===== config.mk =====
export PLATFORM = sky130hd
export DESIGN_NAME = spi_master
export DESIGN_NICKNAME = d
export VERILOG_FILES = /design/src/rtl/spi_master.sv
export SDC_FILE = /design/constraint.sdc
export NUM_CORES = 1
export LEC_CHECK = 0
export BUFFER_PORTS_ARGS = -buffer_cell sky130_fd_sc_hd__buf_2
export CAP_MARGIN = 20
export CORE_MARGIN = 1.5
export CORE_UTILIZATION = 45
export CTS_CLUSTER_SIZE = 24
export DETAILED_ROUTE_END_ITERATION = 16
export SYNTH_ARGS = -nofsm -noshare
export SYNTH_HDL_FRONTEND = slang
export SYNTH_SLANG_ARGS = --single-unit

===== constraint.sdc =====
create_clock -name sclk_sample -period 3.25 [get_ports sclk_sample]
set_clock_uncertainty 0.15 [all_clocks]
set_input_delay 0.325 -clock sclk_sample [delete_from_list [all_inputs] [get_ports sclk_sample]]
set_output_delay 0.325 -clock sclk_sample [all_outputs]
set_load 0.01 [all_outputs]

===== src/rtl/spi_master.sv =====
// -----------------------------------------------------------------------------
// spi_master
//   SPI initiator for the SoC's SPI peripheral link. It pops one word from a
//   show-ahead TX FIFO and shifts it out MSB-first on o_MOSI while it captures
//   i_MISO. It then pushes the received word into the RX FIFO. Each word gets
//   its own chip-select frame. All four SPI modes are supported, with word
//   lengths of 1..DW bits and a programmable SCLK half-period.
//
//   Frame sequence (D = CLKDIV+1, N = LEN+1):
//     IDLE (>=1) -> LEAD (D) -> XFER (2N*D) -> TRAIL (D) -> GAP (D) -> IDLE
//   The frame period is 1 + D*(2N+3) cycles. o_CSn is low for D*(2N+2) cycles.
//
// Ports
//   sclk_sample  block clock, all logic on its rising edge
//   rstn         asynchronous active-low reset
//   i_en         frames start only while high
//   i_tx_empty   TX FIFO empty
//   o_rd_TX      TX FIFO pop (1-cycle pulse); i_dataTX is the FIFO head
//   i_dataTX     word to send
//   i_rx_full    RX FIFO full; no frame starts while set
//   o_wr_RX      RX FIFO push (1-cycle pulse, first GAP cycle)
//   o_dataRX     received word, right-aligned, upper bits zero
//   CPolPha      [1] CPOL (SCLK idle level), [0] CPHA
//   LEN          bits per word minus one
//   CLKDIV       SCLK half-period minus one, in sclk_sample cycles
//   o_busy       high in every state except IDLE
//   o_SCLK       SPI clock
//   o_MOSI       SPI data out
//   i_MISO       SPI data in
//   o_CSn        chip select, active low
// -----------------------------------------------------------------------------
module spi_master #(
  parameter int DW   = 16,
  parameter int DIVW = 8,
  localparam int LW  = $clog2(DW)
) (
  input  logic            sclk_sample,
  input  logic            rstn,
  input  logic            i_en,
  input  logic            i_tx_empty,
  output logic            o_rd_TX,
  input  logic [DW-1:0]   i_dataTX,
  input  logic            i_rx_full,
  output logic            o_wr_RX,
  output logic [DW-1:0]   o_dataRX,
  input  logic [1:0]      CPolPha,
  input  logic [LW-1:0]   LEN,
  input  logic [DIVW-1:0] CLKDIV,
  output logic            o_busy,
  output logic            o_SCLK,
  output logic            o_MOSI,
  input  logic            i_MISO,
  output logic            o_CSn
);

  // The edge counter must reach 2*DW without wrapping.
  localparam int EW = LW + 2;

  typedef enum logic [2:0] {
    S_IDLE,
    S_LEAD,
    S_XFER,
    S_TRAIL,
    S_GAP
  } state_e;

  state_e          state_q, state_d;

  // Frame configuration. It is latched at the start of the frame, so later
  // changes on the live ports do not disturb a frame in flight.
  logic [LW-1:0]   len_q, len_d;
  logic [DIVW-1:0] div_q, div_d;
  logic            cpha_q, cpha_d;

  // Datapath
  logic [DW-1:0]   tx_q, tx_d;          // word being sent
  logic [DW-1:0]   rx_q, rx_d;          // receive shift register
  logic [LW-1:0]   bit_q, bit_d;        // index of the bit currently on MOSI
  logic [DIVW-1:0] cnt_q, cnt_d;        // half-period divider
  logic [EW-1:0]   edge_q, edge_d;      // SCLK edges already produced

  // Registered outputs
  logic            sclk_q, sclk_d;
  logic            mosi_q, mosi_d;
  logic            csn_q, csn_d;
  logic            rd_q, rd_d;
  logic            wr_q, wr_d;
  logic [DW-1:0]   data_rx_q, data_rx_d;
  logic            busy_q, busy_d;

  logic            start;
  logic            tick;
  logic            lead_edge;
  logic            last_edge;
  logic [LW-1:0]   bit_dn;
  logic [DW-1:0]   len_mask;

  assign start     = i_en & ~i_tx_empty & ~i_rx_full;
  // One half-period has elapsed when the divider reaches the latched CLKDIV.
  assign tick      = (cnt_q == div_q);
  // The next edge is number edge_q+1. It is odd (leading) when edge_q is even.
  assign lead_edge = ~edge_q[0];
  // The next edge is edge 2N when edge_q == 2N-1 == {len, 1}.
  assign last_edge = (edge_q == {1'b0, len_q, 1'b1});
  assign bit_dn    = bit_q - 1'b1;

  // Low N bits set. This mask keeps o_dataRX zero-extended.
  always_comb begin
    len_mask = '0;
    for (int i = 0; i < DW; i++) begin
      len_mask[i] = (i <= int'(len_q));
    end
  end

  // ---------------------------------------------------------------------------
  // Next-state and output logic
  // ---------------------------------------------------------------------------
  always_comb begin
    // NOTE: every _d takes its hold value before the case statement, so no
    // path through the case can leave a signal unassigned and infer a latch.
    state_d   = state_q;
    len_d     = len_q;
    div_d     = div_q;
    cpha_d    = cpha_q;
    tx_d      = tx_q;
    rx_d      = rx_q;
    bit_d     = bit_q;
    edge_d    = edge_q;
    sclk_d    = sclk_q;
    mosi_d    = mosi_q;
    csn_d     = csn_q;
    data_rx_d = data_rx_q;
    rd_d      = 1'b0;
    wr_d      = 1'b0;
    cnt_d     = tick ? '0 : cnt_q + 1'b1;

    unique case (state_q)
      S_IDLE: begin
        sclk_d = CPolPha[1];
        cnt_d  = '0;
        edge_d = '0;
        if (start) begin
          rd_d    = 1'b1;
          tx_d    = i_dataTX;
          len_d   = LEN;
          div_d   = CLKDIV;
          cpha_d  = CPolPha[0];
          bit_d   = LEN;
          rx_d    = '0;
          // The MSB is on MOSI for the whole LEAD phase in both CPHA modes.
          mosi_d  = i_dataTX[LEN];
          csn_d   = 1'b0;
          state_d = S_LEAD;
        end
      end

      S_LEAD: begin
        if (tick) state_d = S_XFER;
      end

      S_XFER: begin
        if (tick) begin
          edge_d = edge_q + 1'b1;
          sclk_d = ~sclk_q;
          // CPHA=0 samples on leading edges and CPHA=1 on trailing edges.
          if (lead_edge ^ cpha_q) rx_d = {rx_q[DW-2:0], i_MISO};
          if (cpha_q) begin
            // Drive the current bit on each leading edge, then step down.
            // The index stops at 0 so that it never wraps.
            if (lead_edge) begin
              mosi_d = tx_q[bit_q];
              if (bit_q != '0) bit_d = bit_dn;
            end
          end else if (!lead_edge && !last_edge) begin
            // The MSB is already on the line, so only trailing edges
            // 2..2N-2 advance to the next bit.
            bit_d  = bit_dn;
            mosi_d = tx_q[bit_dn];
          end
          if (last_edge) state_d = S_TRAIL;
        end
      end

      S_TRAIL: begin
        if (tick) begin
          csn_d     = 1'b1;
          wr_d      = 1'b1;
          data_rx_d = rx_q & len_mask;
          state_d   = S_GAP;
        end
      end

      S_GAP: begin
        if (tick) state_d = S_IDLE;
      end

      default: state_d = S_IDLE;
    endcase

    busy_d = (state_d != S_IDLE);
  end

  // ---------------------------------------------------------------------------
  // State register
  // ---------------------------------------------------------------------------
  // NOTE: the datapath registers are reset as well as the control registers.
  // A frame that rstn aborts then leaves no stale word, bit index or count
  // behind for the next frame.
  always_ff @(posedge sclk_sample or negedge rstn) begin
    if (!rstn) begin
      state_q   <= S_IDLE;
      len_q     <= '0;
      div_q     <= '0;
      cpha_q    <= 1'b0;
      tx_q      <= '0;
      rx_q      <= '0;
      bit_q     <= '0;
      cnt_q     <= '0;
      edge_q    <= '0;
      sclk_q    <= 1'b0;
      mosi_q    <= 1'b0;
      csn_q     <= 1'b1;
      rd_q      <= 1'b0;
      wr_q      <= 1'b0;
      data_rx_q <= '0;
      busy_q    <= 1'b0;
    end else begin
      // NOTE: non-blocking assignments only. Every register samples the
      // pre-edge value of the others, whatever order the lines are in.
      state_q   <= state_d;
      len_q     <= len_d;
      div_q     <= div_d;
      cpha_q    <= cpha_d;
      tx_q      <= tx_d;
      rx_q      <= rx_d;
      bit_q     <= bit_d;
      cnt_q     <= cnt_d;
      edge_q    <= edge_d;
      sclk_q    <= sclk_d;
      mosi_q    <= mosi_d;
      csn_q     <= csn_d;
      rd_q      <= rd_d;
      wr_q      <= wr_d;
      data_rx_q <= data_rx_d;
      busy_q    <= busy_d;
    end
  end

  assign o_rd_TX  = rd_q;
  assign o_wr_RX  = wr_q;
  assign o_dataRX = data_rx_q;
  assign o_busy   = busy_q;
  assign o_SCLK   = sclk_q;
  assign o_MOSI   = mosi_q;
  assign o_CSn    = csn_q;

endmodule


==> key figures <==
Cells and area
  • Final #Nets: 539
  • Filler cells: 869
  • Register Area: 2203 sq um
  • Final Cell Area: 4922 sq um
  • Area growth syn-to-layout: 14.83%
  • Multi-input logic area: 1943 sq um
  • # diodes: 0
  • Share of cells above drive strength 1: 0.2028

Yosys
  • Synth top cells by count: nand2_1 (151), dfrtp_1 (87), o21ai_1 (30)
  • Count leader, synth: nand2_1
  • Syn Std Cell Area: 4287 sq um
  • Sequential area share after synthesis: 0.5140
  • Synth warn: 0
  • Predominant post-synthesis flop cell: dfrtp_1
  • Synth top area share: 0.5079
  • EDFF count, synth: 0
  • Largest area contributor in the netlist: dfrtp_1
  • Async SR Flop Fraction: 1.000
  • Flops & latches, synth: 88
  • Avg Synthesized Cell Area: 9.547 sq um
  • Largest cells by area after synthesis: dfrtp_1 (51%), nand2_1 (13%), mux4_2 (6.8%)
  • Distinct cells, synth: 45
  • Post-synthesis net count: 490
  • Gate count of the mapped netlist: 449

Power
  • Maximum VDD drop: 0.2972 mV
  • Clock share of power: 0.204
  • Comb pwr share: 0.332
  • Power Total: 4.033 mW
  • Flop pwr share: 0.463
  • Switching Share: 0.3703
  • Leak: 2.382 nW
  • Int Pwr: 2.540 mW
  • Switching pwr: 1.493 mW
  • Pwr Density: 819.4 nW/um^2

Route
  • Final ANT Viol Nets: 0
  • Wirelength per Cell: 14.40 um
  • Vias: 3251
  • TritonRoute pass-1 iters: 4
  • Initial DRC Count: 134
  • Final WL: 9.101 mm
  • DRC errors left: 0
  • Vias per std cell: 5.144

Global routing
  • Initial antenna violation count: 0
  • Vias in the first global route: 3176
  • First-pass GRT wire length: 15.40 mm
  • Largest net degree at the start of global routing: 89
  • GRT Total Usage: 0.1967
  • Total gr overflow: 0

Run status
  • Outcome: finished, final reports clean

Placed design
  • PortBufs: 57
  • Detail Placement HPWL: 6.345 mm
  • RePlAce Congestion: 0.8431
  • Post-DP Area: 4671 sq um

Floorplanning
  • Die width: 100.6 um
  • Core Region: 9240 sq um
  • Row cnt: 35
  • Die H: 100.6 um
  • Area of the die: 10120 sq um
  • # IOs: 58
  • Initial Util: 0.4639

Timing
  • Slew margin rel.: 0.3483
  • RSZ-0062 raised after global routing: false
  • Fmax: 379.8 MHz
  • Sum of negative setup slack: 0 ns
  • Final setup fails: 0
  • Endpoints failing hold: 0
  • Period utilization: 0.8101
  • Slew of the pin with the lowest slew margin: 0.9775 ns
  • Slew Limit Fails: 0
  • Final min period: 2.633 ns

CTS
  • Num CTS Buffers: 9
  • Worst-path clk slew: 0.09 ns
  • CTS max path bufs: 2
  • Clock Tree Root: clkbuf_8
  • CTS tree: done
  • Sink Count: 88
  • Setup bufs post-CTS: 0
  • H-tree Lvls: 3
  • Clock Latency Late Sink: 0.36 ns

Worst setup path
  • Worst Path Arrival: 2.68 ns
  • Critical Path End Type: flip-flop
  • Worst-path maximum fanout: 32
  • Critical Path Start Type: flip-flop
  • Critical Path RT: 3.30 ns
  • CP Class: flip-flop to flip-flop

Job
  • Max-Cap Viols: 0

Worst hold path
  • Min-delay worst type: input port to flip-flop
per-layer routing:
| layer | GRT usage | part of all wire | vias up |
|---|---|---|---|
| met5 | 0 | 0 | - |
| met4 | 0.07801 | 0.014 | 0 |
| met3 | 0.02705 | 0.037 | 11 |
| met2 | 0.3093 | 0.47 | 71 |
| met1 | 0.2772 | 0.48 | 1559 |
| li1 | - | - | 1610 |
registers in the layout (all words and copies together) (netlist names), 3 cells and up:
register,flops
div_q,8
rx_q,16
o_dataRX,16
tx_q,16
cnt_q,8
bit_q,4
state_q,3
len_q,4
edge_q,6
logic make-up after synthesis:
family                   Yosys count  synth area share
AO/OA/AOI/OAI                     61           0.08757
buffers and inverters             35           0.03269
multiplexers                      20           0.08669
flip-flops                        88            0.5140
XOR/XNOR                          24           0.04904
AND/OR/NAND/NOR                  216            0.2154
adder cells (fa/ha/maj)            5           0.01459
area by class of cell:
class	count	area share
Tap cell	129	0.03279
Clock buffer	11	0.02669
Clock inverter	5	0.01678
Sequential cell	88	0.4476
Multi-Input combinational cell	326	0.3948
Inverter	8	0.006101
Timing Repair Buffer	65	0.07524
worst max-delay path: stages, from the launching register on:
cell,delay (ns)
dfrtp_1,0.44
xor2_1,0.20
nor4_4,0.34
nand3_1,0.40
o21a_1,0.66
nand2_1,0.19
o21ai_1,0.08
per-stage QoR:
stage | utilization | hold slack [ns] | setup slack (ns) | std cells
final | 0.5327 | 0.01081 | 0.6173 | 632
after global routing | 0.5327 | 0.01609 | 0.4139 | 632
after CTS | 0.5286 | 0.0007761 | 0.6015 | 630
after detailed placement | 0.5055 | 0.3007 | 0.6204 | 614
after global placement | 0.5055 | 0.2959 | 0.6510 | 614
after floorplan | - | -0.1206 | 0.9980 | 449
path summary, 6_finish.rpt:
kind,slack [ns],end,from,depth (start not counted)
max,0.62,rx_q[2],cnt_q[2],6
min,0.01,div_q[1],CLKDIV[1],3
max reg2reg,0.62,rx_q[2],cnt_q[2],6
min reg2reg,0.31,o_CSn,o_CSn,2
max in group asynchronous,1.96,o_CSn,rstn,3
min in group asynchronous,0.31,o_dataRX[15],rstn,2
cell usage in the layout, fill, tap and decap left out, types with 6 or more instances in the layout:
| cell type | netlist | layout |
|---|---|---|
| xnor2_1 | 8 | 8 |
| buf_4 | 0 | 7 |
| clkbuf_8 | 0 | 9 |
| buf_2 | 7 | 56 |
| xor2_1 | 16 | 16 |
| nand2_1 | 151 | 151 |
| o21ai_1 | 30 | 30 |
| dfrtp_1 | 87 | 87 |
| nor2_1 | 22 | 22 |
| nand3_1 | 17 | 17 |
| mux4_2 | 13 | 13 |
| inv_1 | 6 | 6 |
what timing repair did:
action / CTS / global route
hold buffers: 0 / 1
hold endpoints to repair: 0 / 35
resized for setup: 0 / 0
power by group through the flow:
stage	clock network [mW]	logic, mW	registers [mW]
after floorplan	0	1.10	1.72
after global placement	0	1.31	1.88
after detailed placement	0	1.35	1.89
after CTS	0.845	1.35	1.87
after global routing	0.893	1.51	1.93
final	0.824	1.34	1.87
Note: power is estimated with default switching activity, not from simulation.
